===== config.mk =====
export PLATFORM = sky130hd
export DESIGN_NAME = uart_rx_flat
export DESIGN_NICKNAME = d
export VERILOG_FILES = /design/src/rtl/uart_pkg.sv /design/src/rtl/uart_rx_if.sv /design/src/rtl/uart_rx_sync.sv /design/src/rtl/uart_rx.sv /design/src/flat_wrapper.sv
export SDC_FILE = /design/constraint.sdc
export NUM_CORES = 1
export LEC_CHECK = 0
export CAP_MARGIN = 40
export CORE_UTILIZATION = 40
export DETAILED_ROUTE_END_ITERATION = 6
export HOLD_SLACK_MARGIN = 0.12
export SETUP_SLACK_MARGIN = 0.1
export SYNTH_ARGS = -nofsm -noshare
export SYNTH_HDL_FRONTEND = slang
export SYNTH_SLANG_ARGS = --single-unit

===== constraint.sdc =====
create_clock -name clk -period 2.16 [get_ports clk]
set_clock_uncertainty 0.05 [all_clocks]
set_input_delay 0.432 -clock clk [delete_from_list [all_inputs] [get_ports clk]]
set_output_delay 0.432 -clock clk [all_outputs]
set_load 0.01 [all_outputs]

===== src/rtl/uart_pkg.sv =====
// rtl/uart_pkg.sv - shared UART constants, state encoding and helpers
package uart_pkg;

  // Baud ticks per bit, common with the 16x baud generator.
  localparam int RESOLUTION = 16;

  localparam int DEF_DATA_BITS = 8;
  localparam int DEF_SB_TICK   = 16;

  localparam logic [1:0] ST_IDLE  = 2'd0;
  localparam logic [1:0] ST_START = 2'd1;
  localparam logic [1:0] ST_DATA  = 2'd2;
  localparam logic [1:0] ST_STOP  = 2'd3;

  typedef enum logic [1:0] {
    IDLE  = ST_IDLE,
    START = ST_START,
    DATA  = ST_DATA,
    STOP  = ST_STOP
  } rx_state_t;

  function automatic int max_int(input int a, input int b);
    return (a > b) ? a : b;
  endfunction

endpackage


===== src/rtl/uart_rx_if.sv =====
// rtl/uart_rx_if.sv - line-side inputs and core-side outputs of the receiver
interface uart_rx_if
  import uart_pkg::*;
#(
  parameter int DATA_BITS = DEF_DATA_BITS
) ();

  logic                 baudTick;
  logic                 rx;
  logic [DATA_BITS-1:0] dataOut;
  logic                 rxDone;
  logic                 frameError;

  // Parent/stimulus side: supplies ticks and the serial line, consumes words.
  modport master (
    output baudTick, rx,
    input  dataOut, rxDone, frameError
  );

  // Receiver side.
  modport slave (
    input  baudTick, rx,
    output dataOut, rxDone, frameError
  );

endinterface


===== src/rtl/uart_rx_sync.sv =====
// rtl/uart_rx_sync.sv - rx metastability synchroniser with falling-edge detect
module uart_rx_sync (
  input  logic clk,
  input  logic rstN,
  input  logic rx_i,
  output logic rx_s_o,
  output logic fall_edge_o
);

  logic meta_q;
  logic sync_q;
  logic prev_q;

  // Two-flop synchroniser plus a history flop; preset high so reset release looks idle.
  always_ff @(posedge clk or negedge rstN) begin
    if (!rstN) begin
      meta_q <= 1'b1;
      sync_q <= 1'b1;
      prev_q <= 1'b1;
    end else begin
      meta_q <= rx_i;
      sync_q <= meta_q;
      prev_q <= sync_q;
    end
  end

  assign rx_s_o      = sync_q;
  assign fall_edge_o = prev_q & ~sync_q;

endmodule


===== src/rtl/uart_rx.sv =====
// rtl/uart_rx.sv - 16x oversampling UART receiver, mid-bit sampling, LSB first
module uart_rx
  import uart_pkg::*;
#(
  parameter int DATA_BITS = DEF_DATA_BITS,
  parameter int SB_TICK   = DEF_SB_TICK
) (
  input logic      clk,
  input logic      rstN,
  uart_rx_if.slave bus
);

  localparam int TICK_W = $clog2(max_int(RESOLUTION, SB_TICK));
  localparam int BIT_W  = (DATA_BITS > 1) ? $clog2(DATA_BITS) : 1;

  localparam logic [TICK_W-1:0] TICK_MID  = TICK_W'(RESOLUTION / 2 - 1);
  localparam logic [TICK_W-1:0] TICK_LAST = TICK_W'(RESOLUTION - 1);
  localparam logic [TICK_W-1:0] TICK_STOP = TICK_W'(SB_TICK - 1);
  localparam logic [BIT_W-1:0]  BIT_LAST  = BIT_W'(DATA_BITS - 1);

  logic rx_s;
  logic fall_edge;

  rx_state_t             state_q,  state_d;
  logic [TICK_W-1:0]     tick_q,   tick_d;
  logic [BIT_W-1:0]      bitcnt_q, bitcnt_d;
  logic [DATA_BITS-1:0]  shift_q,  shift_d;
  logic [DATA_BITS-1:0]  data_q,   data_d;
  logic                  done_q,   done_d;
  logic                  ferr_q,   ferr_d;

  uart_rx_sync u_sync (
    .clk         (clk),
    .rstN        (rstN),
    .rx_i        (bus.rx),
    .rx_s_o      (rx_s),
    .fall_edge_o (fall_edge)
  );

  // State, counters, shift register and registered outputs.
  always_ff @(posedge clk or negedge rstN) begin
    if (!rstN) begin
      state_q  <= IDLE;
      tick_q   <= '0;
      bitcnt_q <= '0;
      shift_q  <= '0;
      data_q   <= '0;
      done_q   <= 1'b0;
      ferr_q   <= 1'b0;
    end else begin
      state_q  <= state_d;
      tick_q   <= tick_d;
      bitcnt_q <= bitcnt_d;
      shift_q  <= shift_d;
      data_q   <= data_d;
      done_q   <= done_d;
      ferr_q   <= ferr_d;
    end
  end

  // Frame sequencing: arm on a falling edge, confirm at mid start bit, sample mid-bit.
  always_comb begin
    state_d  = state_q;
    tick_d   = tick_q;
    bitcnt_d = bitcnt_q;
    shift_d  = shift_q;
    data_d   = data_q;
    ferr_d   = ferr_q;
    done_d   = 1'b0;
    case (state_q)
      IDLE: begin
        if (fall_edge) begin
          state_d = START;
          tick_d  = '0;
        end
      end
      START: begin
        if (bus.baudTick) begin
          if (tick_q == TICK_MID) begin
            if (!rx_s) begin
              state_d  = DATA;
              tick_d   = '0;
              bitcnt_d = '0;
            end else begin
              // Line went back high before mid start bit: treat as a glitch.
              state_d = IDLE;
            end
          end else begin
            tick_d = tick_q + TICK_W'(1);
          end
        end
      end
      DATA: begin
        if (bus.baudTick) begin
          if (tick_q == TICK_LAST) begin
            tick_d  = '0;
            shift_d = {rx_s, shift_q[DATA_BITS-1:1]};
            if (bitcnt_q == BIT_LAST) begin
              state_d = STOP;
            end else begin
              bitcnt_d = bitcnt_q + BIT_W'(1);
            end
          end else begin
            tick_d = tick_q + TICK_W'(1);
          end
        end
      end
      STOP: begin
        if (bus.baudTick) begin
          if (tick_q == TICK_STOP) begin
            // Returning to IDLE here lets a start edge right after the stop bit be caught.
            data_d  = shift_q;
            ferr_d  = ~rx_s;
            done_d  = 1'b1;
            state_d = IDLE;
          end else begin
            tick_d = tick_q + TICK_W'(1);
          end
        end
      end
      default: state_d = IDLE;
    endcase
  end

  assign bus.dataOut    = data_q;
  assign bus.rxDone     = done_q;
  assign bus.frameError = ferr_q;

endmodule


===== src/flat_wrapper.sv =====
// flat-port wrapper written by rule: the top's interface ports become plain ports
module uart_rx_flat import uart_pkg::*;
#(
  parameter int DATA_BITS = DEF_DATA_BITS,
  parameter int SB_TICK   = DEF_SB_TICK
)
  (clk, rstN, bus_baudTick, bus_rx, bus_dataOut, bus_rxDone, bus_frameError);
  uart_rx_if #(.DATA_BITS(DATA_BITS)) bus_i ();
  input logic clk;
  input logic rstN;
  input wire logic [$bits(bus_i.baudTick)-1:0] bus_baudTick;
  input wire logic [$bits(bus_i.rx)-1:0] bus_rx;
  output wire logic [$bits(bus_i.dataOut)-1:0] bus_dataOut;
  output wire logic [$bits(bus_i.rxDone)-1:0] bus_rxDone;
  output wire logic [$bits(bus_i.frameError)-1:0] bus_frameError;
  assign bus_i.baudTick = bus_baudTick;
  assign bus_i.rx = bus_rx;
  assign bus_dataOut = bus_i.dataOut;
  assign bus_rxDone = bus_i.rxDone;
  assign bus_frameError = bus_i.frameError;
  uart_rx #(.DATA_BITS(DATA_BITS), .SB_TICK(SB_TICK)) u_core (.clk(clk), .rstN(rstN), .bus(bus_i));
endmodule

# After elaboration in Yosys (flattened, before gate mapping)
# Cells that the tools add are included.
# word_totals
regBits	30
inputBits	4
out_inout_bits	10
elab_cells	68
# classes
add_sub_neg	2
n_eq_ne	18
mux	29
n_bitwise	2
n_reduce_logical	7
# ops
cell	n
$mux 4	8
$mux 2	9
$mux 3	6
$pmux 4 s4	1
$ne 2x2->1 const B	6
$ne 2x1->1 const B	5
$pmux 2 s4	1
$reduce_and 8->1	1
$reduce_and 7->1	1
$pmux 3 s2	1
$reduce_and 3->1	2
$reduce_and 6->1	1
$add 4x1->4 const B	1
$eq 2x2->1 const B	2
$eq 4x3->1 const B	1
$eq 4x4->1 const B	1
$add 3x1->3 const B	1
$eq 3x3->1 const B	1
$mux 1	3
$ne 3x3->1 const B	1
$eq 2x1->1 const B	1
$logic_not 2->1	1
$reduce_bool 2->1	1
$and 1x1->1	1
$not 1->1	1

# Depth between registers and ports, before layout
# Gate-level depths: netlist of run 1.
# logic_depth
word_depth	5
mapped_depth	6
depth_no_buf	6

# By module
# Synthesis of run 1 repeated with hierarchy kept, for this count alone.
# hier_totals
hier_cells	102
hier_area_um2	1377.6
# by_module_without_submodules
mod	instances	cells_each	area_each_um2	seq_area_each_um2
uart_rx	1	98	1285.0	675.6
uart_rx_sync	1	4	92.6	78.8

# Worst setup path after synthesis of run 1
# No wires, ideal clock.
# synth_path
path_kind	reg-to-reg
start	register u_core.tick_q[0]
end	register u_core.data_q[0], in the netlist u_core.bus.dataOut[0]
setup_time_ps	125
t_arrival_ps	1488
required_ps	1985
path_slack_ps	497
path_stages_with_launch	7
path_buffers	1
synth_period_minus_slack_ps	1663
path_cell_list	dfrtp_1 > ha_1 > and2_1 > buf_6 > nand3_4 > nor2_8 > mux2_4
# synth_via
elab_chain_cells	2
# synth_rtl
item	line_no	rtl
from (decl)	uart_rx.sv:25	logic [TICK_W-1:0] tick_q, tick_d;
from (signal assigned)	uart_rx.sv:52	tick_q <= tick_d;
$eq 4x4->1	uart_rx.sv:110	if (tick_q == TICK_STOP) begin
$reduce_and 3->1 (no source line)	n/a	
to (signal assigned)	uart_rx.sv:55	data_q <= data_d;
to (decl)	uart_rx.sv:28	logic [DATA_BITS-1:0] data_q, data_d;
# No other way between the ends.
# A chain may end at the register's enable or synchronous reset.

# Final worst setup path of run 1
# layout_path
start	register u_core.bitcnt_q[0]
end	register u_core.bitcnt_q[0]
# layout_via
elab_chain_cells	5
word_cells_on_any_way	8
classes_between	add/sub (1); eq/ne (2); mux (4); reduce/logical (1)
# layout_rtl
item	line_no	rtl
from (decl)	uart_rx.sv:26	logic [BIT_W-1:0] bitcnt_q, bitcnt_d;
from (signal assigned)	uart_rx.sv:53	bitcnt_q <= bitcnt_d;
$add 3x1->3	uart_rx.sv:101	bitcnt_d = bitcnt_q + BIT_W'(1);
$mux 3	uart_rx.sv:98	if (bitcnt_q == BIT_LAST) begin
$mux 3	uart_rx.sv:95	if (tick_q == TICK_LAST) begin
$mux 3	uart_rx.sv:94	if (bus.baudTick) begin
$pmux 3 s2	uart_rx.sv:70	case (state_q)
# Parallel ways exist; a longest one is shown, timed or not. The select of a mux whose other input is x is not followed.

==> results of run 1 <==
==> report_power, final <==
group          switching (mW)  total, mW  internal (mW)
clock                   0.202      0.358          0.156
combinational           0.136      0.286          0.149
sequential              0.105      0.724          0.619
total                   0.443       1.37          0.925
==> layer usage <==
metal  up-vias  GRT usage  part of all wire
met5         -          0                 0
met3         6     0.0566             0.036
met4         0     0.0959             0.029
met2        14      0.229              0.45
li1        436          -                 -
met1       427      0.185              0.48
==> cells by family (layout without fill, tap and decap cells) <==
kind of cell | Yosys count | in the layout | share of synthesized area
flops | 30 | 30 | 0.517
mux | 18 | 18 | 0.161
simple gates | 29 | 29 | 0.157
buf+inv | 7 | 26 | 0.0300
fa+ha+maj | 3 | 3 | 0.0257
compound gates | 21 | 21 | 0.109
==> metrics by stage <==
step                 util  cell area [um2]  instances  worst slack, ns
floorplan               -             1460        108            0.497
global placement    0.478             1630        165            0.214
detailed placement  0.478             1630        165            0.209
CTS                 0.497             1700        173            0.322
global route        0.497             1700        173            0.230
finish              0.497             1700        173            0.335
==> worst max path at each step <==
stage,start,slack (ns),end,depth (start not counted)
6_report,u_core.bitcnt_q[0],0.33,u_core.bitcnt_q[0],6
5_1_grt,u_core.bitcnt_q[0],0.23,u_core.bitcnt_q[0],6
4_1_cts,u_core.bitcnt_q[0],0.32,u_core.bitcnt_q[0],6
3_5_place_dp,bus_baudTick,0.21,u_core.bus.dataOut[3],4
3_3_place_gp,bus_baudTick,0.21,u_core.bus.dataOut[5],4
2_1_floorplan,u_core.tick_q[0],0.50,u_core.bus.dataOut[0],6
==> layout by cell type (no fill, tap or decap), types with 3 or more instances in the layout <==
| master | instances |
|---|---|
| buf_4 | 3 |
| clkbuf_4 | 5 |
| clkdlybuf4s50_1 | 13 |
| dfrtp_1 | 27 |
| dfstp_2 | 3 |
| ha_1 | 3 |
| mux2_1 | 8 |
| mux2_4 | 9 |
| nand2_1 | 7 |
| o21ai_0 | 4 |
==> layout make-up <==
type,instances,area (um2)
repair buffers,16,153
fillers,317,1720
multi-input cells,71,661
inverters,2,7.51
clock buffers,6,51.3
clock inverters,2,12.5
flip-flops and latches,30,754
well taps,46,57.6
==> flip-flops by register name, indices dropped and copies added (netlist names), named ones only <==
register	cells
u_core.bus.rxDone	1
u_core.u_sync.rx_s_o	1
u_core.bitcnt_q	3
u_core.shift_q	8
u_core.bus.frameError	1
u_core.u_sync.prev_q	1
u_core.state_q	1
u_core.bus.dataOut	8
u_core.u_sync.meta_q	1
u_core.tick_q	4
==> impl_metrics.ini, run 1 <==
[status]
status = finished, final reports clean

[detailed_routing]
drtIter0Drc = 34
wl_per_cell_um = 14.2
dr.pass1.iters = 4
ant_nets = 0
via_per_inst = 5.10
wl_mm = 2.45
route.detailed.drc = 0
vias = 883

[worst_setup_path]
cpMaxStageDelayCell = dfrtp_1
start_kind = flip-flop
arrival_ns = 2.05
worstSetupEndpointType = flip-flop
critical_path_class = reg -> reg
r2r-start = u_core.bitcnt_q[0]
required_ns = 2.38
crit_fanout = 6
r2r.worst_path.cells = 6
crit_chain = ha_1 -> ha_1 -> nor4bb_1 -> o211ai_1 -> nor4b_2 -> a21o_1
path_buf_inv = 0
critPathMaxStageDelay_ns = 0.42
crit_family = simple AND/OR/NAND/NOR gates
r2r_setup_slack_ns = 0.33
critical_path.most_common_cell = ha_1
r2r_end = u_core.bitcnt_q[0]

[power]
fin_total_pwr_mw = 1.37
vdd_drop_max_mv = 0.340
p_leak_nw = 0.790
pwr_density_cell_mw_per_mm2 = 806

[timing]
post-route-period-util = 0.845
setup_viol_count_final = 0
fmax_mhz = 548
relSlewSlack = 0.652
fin_hold_ws_ns = 0.312
fin_crit_ns = 1.83
finalHoldViolations = 0
rsz0062_at_grt = no
worst_pin_slew_ns = 0.521
drv_slew = 0
setup-tns-final_ns = 0

[logic_synthesis]
netlist_area_mm2 = 0.00146
netlist.area_leader.share = 0.463
async_reset_ff_frac = 1.00
synth_nets = 115
synth_cells = 108
syn_area_per_cell_um2 = 13.5
yosys_warnings = 0
synth_commonest_cells = 27 x dfrtp_1, 9 x mux2_4, 8 x mux2_1
synth_most_common_cell = dfrtp_1
ys_seq_elements = 30
synth_edf_count = 0
postSynth.topFlopCell = dfrtp_1
synthDistinctLibCells = 41
ys_top_cells_by_area = dfrtp_1 46%, mux2_4 9.3%, mux2_1 6.2%
yosysSeqAreaShare = 0.517
synth_top_cell_by_area = dfrtp_1

[clock_tree]
htreeDepth = 2
cts_buffer_depth = 2
clockRootBuffer = clkbuf_4
clk_latency_ns = 0.34
clkTransAtPathRegs_ns = 0.09
cts_sinks = 30
cts_hold_buf = 0
cts_made_buffers = 5
cts_tree = built
post_cts_buffers = 0
cts_resized = 0

[final_layout]
area_delta_synth_final_pct = 16.3
n_antenna_cell = 0
layout.nets = 133
drive_gt1_frac = 0.252

[worst_hold_path]
hold-path-cell-count = 0
hp-start = u_core.u_sync.meta_q
worst_hold_path.endpoint = u_core.u_sync.rx_s_o
hold_path_class = reg -> reg

[floorplan]
die_area_mm2 = 0.00389
core_mm2 = 0.00342
die_width_um = 62.4
initial_core_util = 0.427
io_pins = 14
die_h_um = 62.4
rows = 21

[place]
io_buffers = 13
dp_hpwl_mm = 1.66
gp_congestion = 0.729

[global_route]
grt_usage = 0.153
grt_pass1_wl_mm = 4.42
grt_pass1_vias = 940
grt-ovfl-total = 0
grt_max_degree = 31
antenna_found_initial = 0

[run]
max-cap-violations = 0
(Power assumes the default switching activity.)
==> run 2: changes to the inputs <==
- clock period: 2.16 -> 1.5 ns (I/O delays scaled with it)
==> impl_metrics.ini, run 2 (same netlist as run 1, synthesis figures left out) <==
[timing]
drv_slew = 0
setup-tns-final_ns = -2.42
worst_slack_ns = -0.199
fin_crit_ns = 1.70
rsz0062_at_grt = yes
fmax_mhz = 589
setup_viol_count_final = 25
finalHoldViolations = 0
worst_pin_slew_ns = 0.449
relSlewSlack = 0.699
post-route-period-util = 1.13

[detailed_routing]
route.detailed.drc = 0
wl_mm = 3.18
ant_nets = 0
via_per_inst = 5.05
vias = 1045
dr.pass1.iters = 3
wl_per_cell_um = 15.3
drtIter0Drc = 7

[worst_setup_path]
start_kind = flip-flop
arrival_ns = 1.85
worstSetupEndpointType = flip-flop
r2r.worst_path.cells = 7
critical_path_class = reg -> reg
crit_fanout = 5
required_ns = 1.65

[run]
max-cap-violations = 0

[final_layout]
area_delta_synth_final_pct = 42.1
design_area_mm2 = 0.00207
seq_area_um2 = 757
nFillCells = 271
drive_gt1_frac = 0.534
layout.nets = 167
multi_input_area_um2 = 777
final_common_cell = buf_4
stdcell_count = 207
n_antenna_cell = 0
fin_util = 0.607
mostFrequentLayoutCells = 33 x buf_4, 25 x dfrtp_1, 17 x mux2_4

[floorplan]
die_h_um = 62.4
io_pins = 14
initial_core_util = 0.427
die_area_mm2 = 0.00389
die_width_um = 62.4
rows = 21
core_mm2 = 0.00342

[status]
violations = setup timing
status = finished, violations left

[clock_tree]
clockRootBuffer = clkbuf_4
htreeDepth = 2
cts_tree = built
clk_latency_ns = 0.33
cts_hold_buf = 0
cts_buffer_depth = 2
cts_made_buffers = 5
clkTransAtPathRegs_ns = 0.10
cts_sinks = 30

[place]
io_buffers = 13
postPlaceCellArea_mm2 = 0.00183
place_inst = 184
gp_congestion = 0.751
dp_hpwl_mm = 1.95

[power]
p_leak_nw = 0.983
vdd_drop_max_mv = 0.704
pwr_density_cell_mw_per_mm2 = 1130

[global_route]
busiest_layer = met2
grt_usage = 0.178
use_met3 = 0.0529
grt_max_degree = 31
antenna_found_initial = 0
use_met1 = 0.232
grt_pass1_vias = 1088
grt_use_met2 = 0.286
grt_pass1_wl_mm = 5.31
grt-ovfl-total = 0

[worst_hold_path]
hold_path_class = in -> async
[run 2: changes by cell type in the layout (fill, tap and decap cells not counted), moves of 7 or more]
cell             change
buf_4               +30
clkdlybuf4s15_1      +7
clkdlybuf4s50_1     -10
mux2_1               -8
mux2_4               +8
[run 2: layer usage]
| layer | vias to the layer above | wire, um |
|---|---|---|
| met3 | 5 | 88 |
| li1 | 499 | - |
| met4 | 0 | 48 |
| met2 | 13 | 1550 |
| met1 | 528 | 1490 |
| met5 | - | 0 |
[run 2: final timing paths]
| check | from | slack (ns) | end |
|---|---|---|---|
| min in group clk | u_core.u_sync.meta_q | 0.31 | u_core.u_sync.rx_s_o |
| hold / removal | rstN | 0.27 | u_core.tick_q[0] |
| setup / recovery | u_core.bitcnt_q[0] | -0.20 | u_core.bitcnt_q[1] |
| setup reg to reg | u_core.bitcnt_q[0] | -0.20 | u_core.bitcnt_q[1] |
| max in group asynchronous | rstN | 0.88 | u_core.u_sync.meta_q |
| hold reg to reg | u_core.u_sync.meta_q | 0.31 | u_core.u_sync.rx_s_o |
[run 2: area by class of cell]
type,count,area share
Clock buffer,6,0.0247
Clock inverter,2,0.00603
Inverter,2,0.00362
Multi-Input combinational cell,72,0.375
Sequential cell,30,0.365
Tap cell,46,0.0278
Timing Repair Buffer,49,0.198
[run 2: through the flow]
stage / power (mW) / hold WS (ns) / worst slack [ns]
after detailed placement: 1.67 / 0.297 / -0.364
final: 2.34 / 0.271 / -0.199
after global routing: 2.49 / 0.273 / -0.325
after CTS: 2.26 / 0.269 / -0.217
after floorplan: 1.38 / -0.0456 / -0.118
after global placement: 1.64 / 0.298 / -0.272
[run 2: power by group]
part           total [mW]  internal (mW)  leakage, nW  switching, mW
clock               0.508          0.225       0.0343          0.283
sequential          0.988          0.895        0.390         0.0925
combinational       0.846          0.457        0.558          0.389
[run 2: what timing repair did]
item,CTS,global route
resized for setup,20,12
endpoints found under the setup margin,36,35
setup buffers,2,12
pin swaps,2,4
cloned,1,0
[run 2: worst max-delay path, stage by stage, from the launching register on]
cell      delay [ns]
dfrtp_1         0.39
ha_2            0.20
ha_4            0.17
nor4bb_4        0.24
o211ai_1        0.21
buf_4           0.20
nand2_1         0.05
o21ai_1         0.06
==> run 3: changes to the inputs <==
- CAP_MARGIN: 40 -> 20
- CTS_CLUSTER_DIAMETER: not set -> 120
- clock period: 1.5 -> 2.05 ns (I/O delays scaled with it)
==> impl_metrics.ini, run 3 (same netlist as run 1, synthesis figures left out) <==
[place]
gp_congestion = 0.730
dp_hpwl_mm = 1.64
io_buffers = 13

[detailed_routing]
drtIter0Drc = 71
route.detailed.drc = 0
dr.pass1.iters = 4
vias = 896
wl_per_cell_um = 14.1
wl_mm = 2.43
ant_nets = 0
via_per_inst = 5.18

[global_route]
antenna_found_initial = 0
grt_usage = 0.148
grt_pass1_vias = 890
grt_max_degree = 31
grt_pass1_wl_mm = 4.37
grt-ovfl-total = 0

[floorplan]
initial_core_util = 0.427
core_mm2 = 0.00342
die_area_mm2 = 0.00389
io_pins = 14
rows = 21
die_h_um = 62.4
die_width_um = 62.4

[final_layout]
area_delta_synth_final_pct = 16.3
drive_gt1_frac = 0.252
fin_util = 0.497
layout.nets = 133
n_antenna_cell = 0
final_common_cell = dfrtp_1
mostFrequentLayoutCells = 27 x dfrtp_1, 13 x clkdlybuf4s50_1, 9 x mux2_4

[clock_tree]
cts_hold_buf = 0
cts_sinks = 30
clkTransAtPathRegs_ns = 0.10
cts_tree = built
clockRootBuffer = clkbuf_4
post_cts_buffers = 0
cts_resized = 0
cts_buffer_depth = 2
clk_latency_ns = 0.33
cts_made_buffers = 5
htreeDepth = 2

[worst_setup_path]
endpoint = u_core.bus.dataOut[6]
r2r.worst_path.cells = 5
r2r_end = u_core.bus.dataOut[6]
crit_fanout = 10
critPathLaunch = u_core.tick_q[0]
r2r-start = u_core.tick_q[0]
worstSetupEndpointType = flip-flop
critical_path_class = reg -> reg
r2r_setup_slack_ns = 0.24
required_ns = 2.21
start_kind = flip-flop
arrival_ns = 1.97

[timing]
rsz0062_at_grt = no
setup-tns-final_ns = 0
fmax_mhz = 554
relSlewSlack = 0.656
post-route-period-util = 0.881
fin_crit_ns = 1.81
worst_pin_slew_ns = 0.516
finalHoldViolations = 0
setup_viol_count_final = 0
drv_slew = 0

[power]
p_leak_nw = 0.790
pwr_density_cell_mw_per_mm2 = 849
vdd_drop_max_mv = 0.358

[status]
status = finished, final reports clean

[run]
max-cap-violations = 0

[worst_hold_path]
hold_path_class = reg -> reg
run 3: worst min path at each step:
stage | cells past startpoint | slack (ns) | endpoint | startpoint
finish | 0 | 0.31 | u_core.u_sync.rx_s_o | u_core.u_sync.meta_q
floorplan | 0 | 0.06 | asynchronous set/reset pin | rstN
global route | 0 | 0.32 | u_core.u_sync.rx_s_o | u_core.u_sync.meta_q
global placement | 0 | 0.30 | u_core.u_sync.rx_s_o | u_core.u_sync.meta_q
CTS | 0 | 0.31 | u_core.u_sync.rx_s_o | u_core.u_sync.meta_q
detailed placement | 0 | 0.30 | u_core.u_sync.rx_s_o | u_core.u_sync.meta_q
run 3: per-stage QoR:
| stage | std cells | setup WS [ns] | area [um2] | hold WS, ns | power (mW) |
|---|---|---|---|---|---|
| final | 173 | 0.245 | 1700 | 0.312 | 1.44 |
| after global routing | 173 | 0.142 | 1700 | 0.320 | 1.54 |
| after CTS | 173 | 0.228 | 1700 | 0.315 | 1.45 |
| after detailed placement | 165 | 0.117 | 1630 | 0.302 | 1.08 |
| after global placement | 165 | 0.126 | 1630 | 0.296 | 1.06 |
| after floorplan | 108 | 0.387 | 1460 | 0.0644 | 1.00 |
run 3: final cells by class:
class	instances	area, um2
Clock buffer	6	51.3
Tap cell	46	57.6
Fill cell	315	1720
Timing Repair Buffer	16	153
Clock inverter	2	12.5
Multi-Input combinational cell	71	661
Sequential cell	30	754
Inverter	2	7.51
run 3: critical path, cell delays in order (launching register included):
cell and delay (ns):
dfrtp_1 0.40, ha_1 0.23, and2_1 0.22, nand3_4 0.15
nor2_8 0.30, mux2_4 0.33
run 3: per-layer routing:
metal | part of all wire | global-route usage
met1 | 0.47 | 0.192
met2 | 0.47 | 0.214
met3 | 0.037 | 0.0566
met4 | 0.022 | 0.0785
met5 | 0 | 0
run 3: where the power goes:
group	total, mW	switching (mW)	internal [mW]
clock network	0.374	0.210	0.165
logic	0.300	0.142	0.158
registers	0.765	0.113	0.652
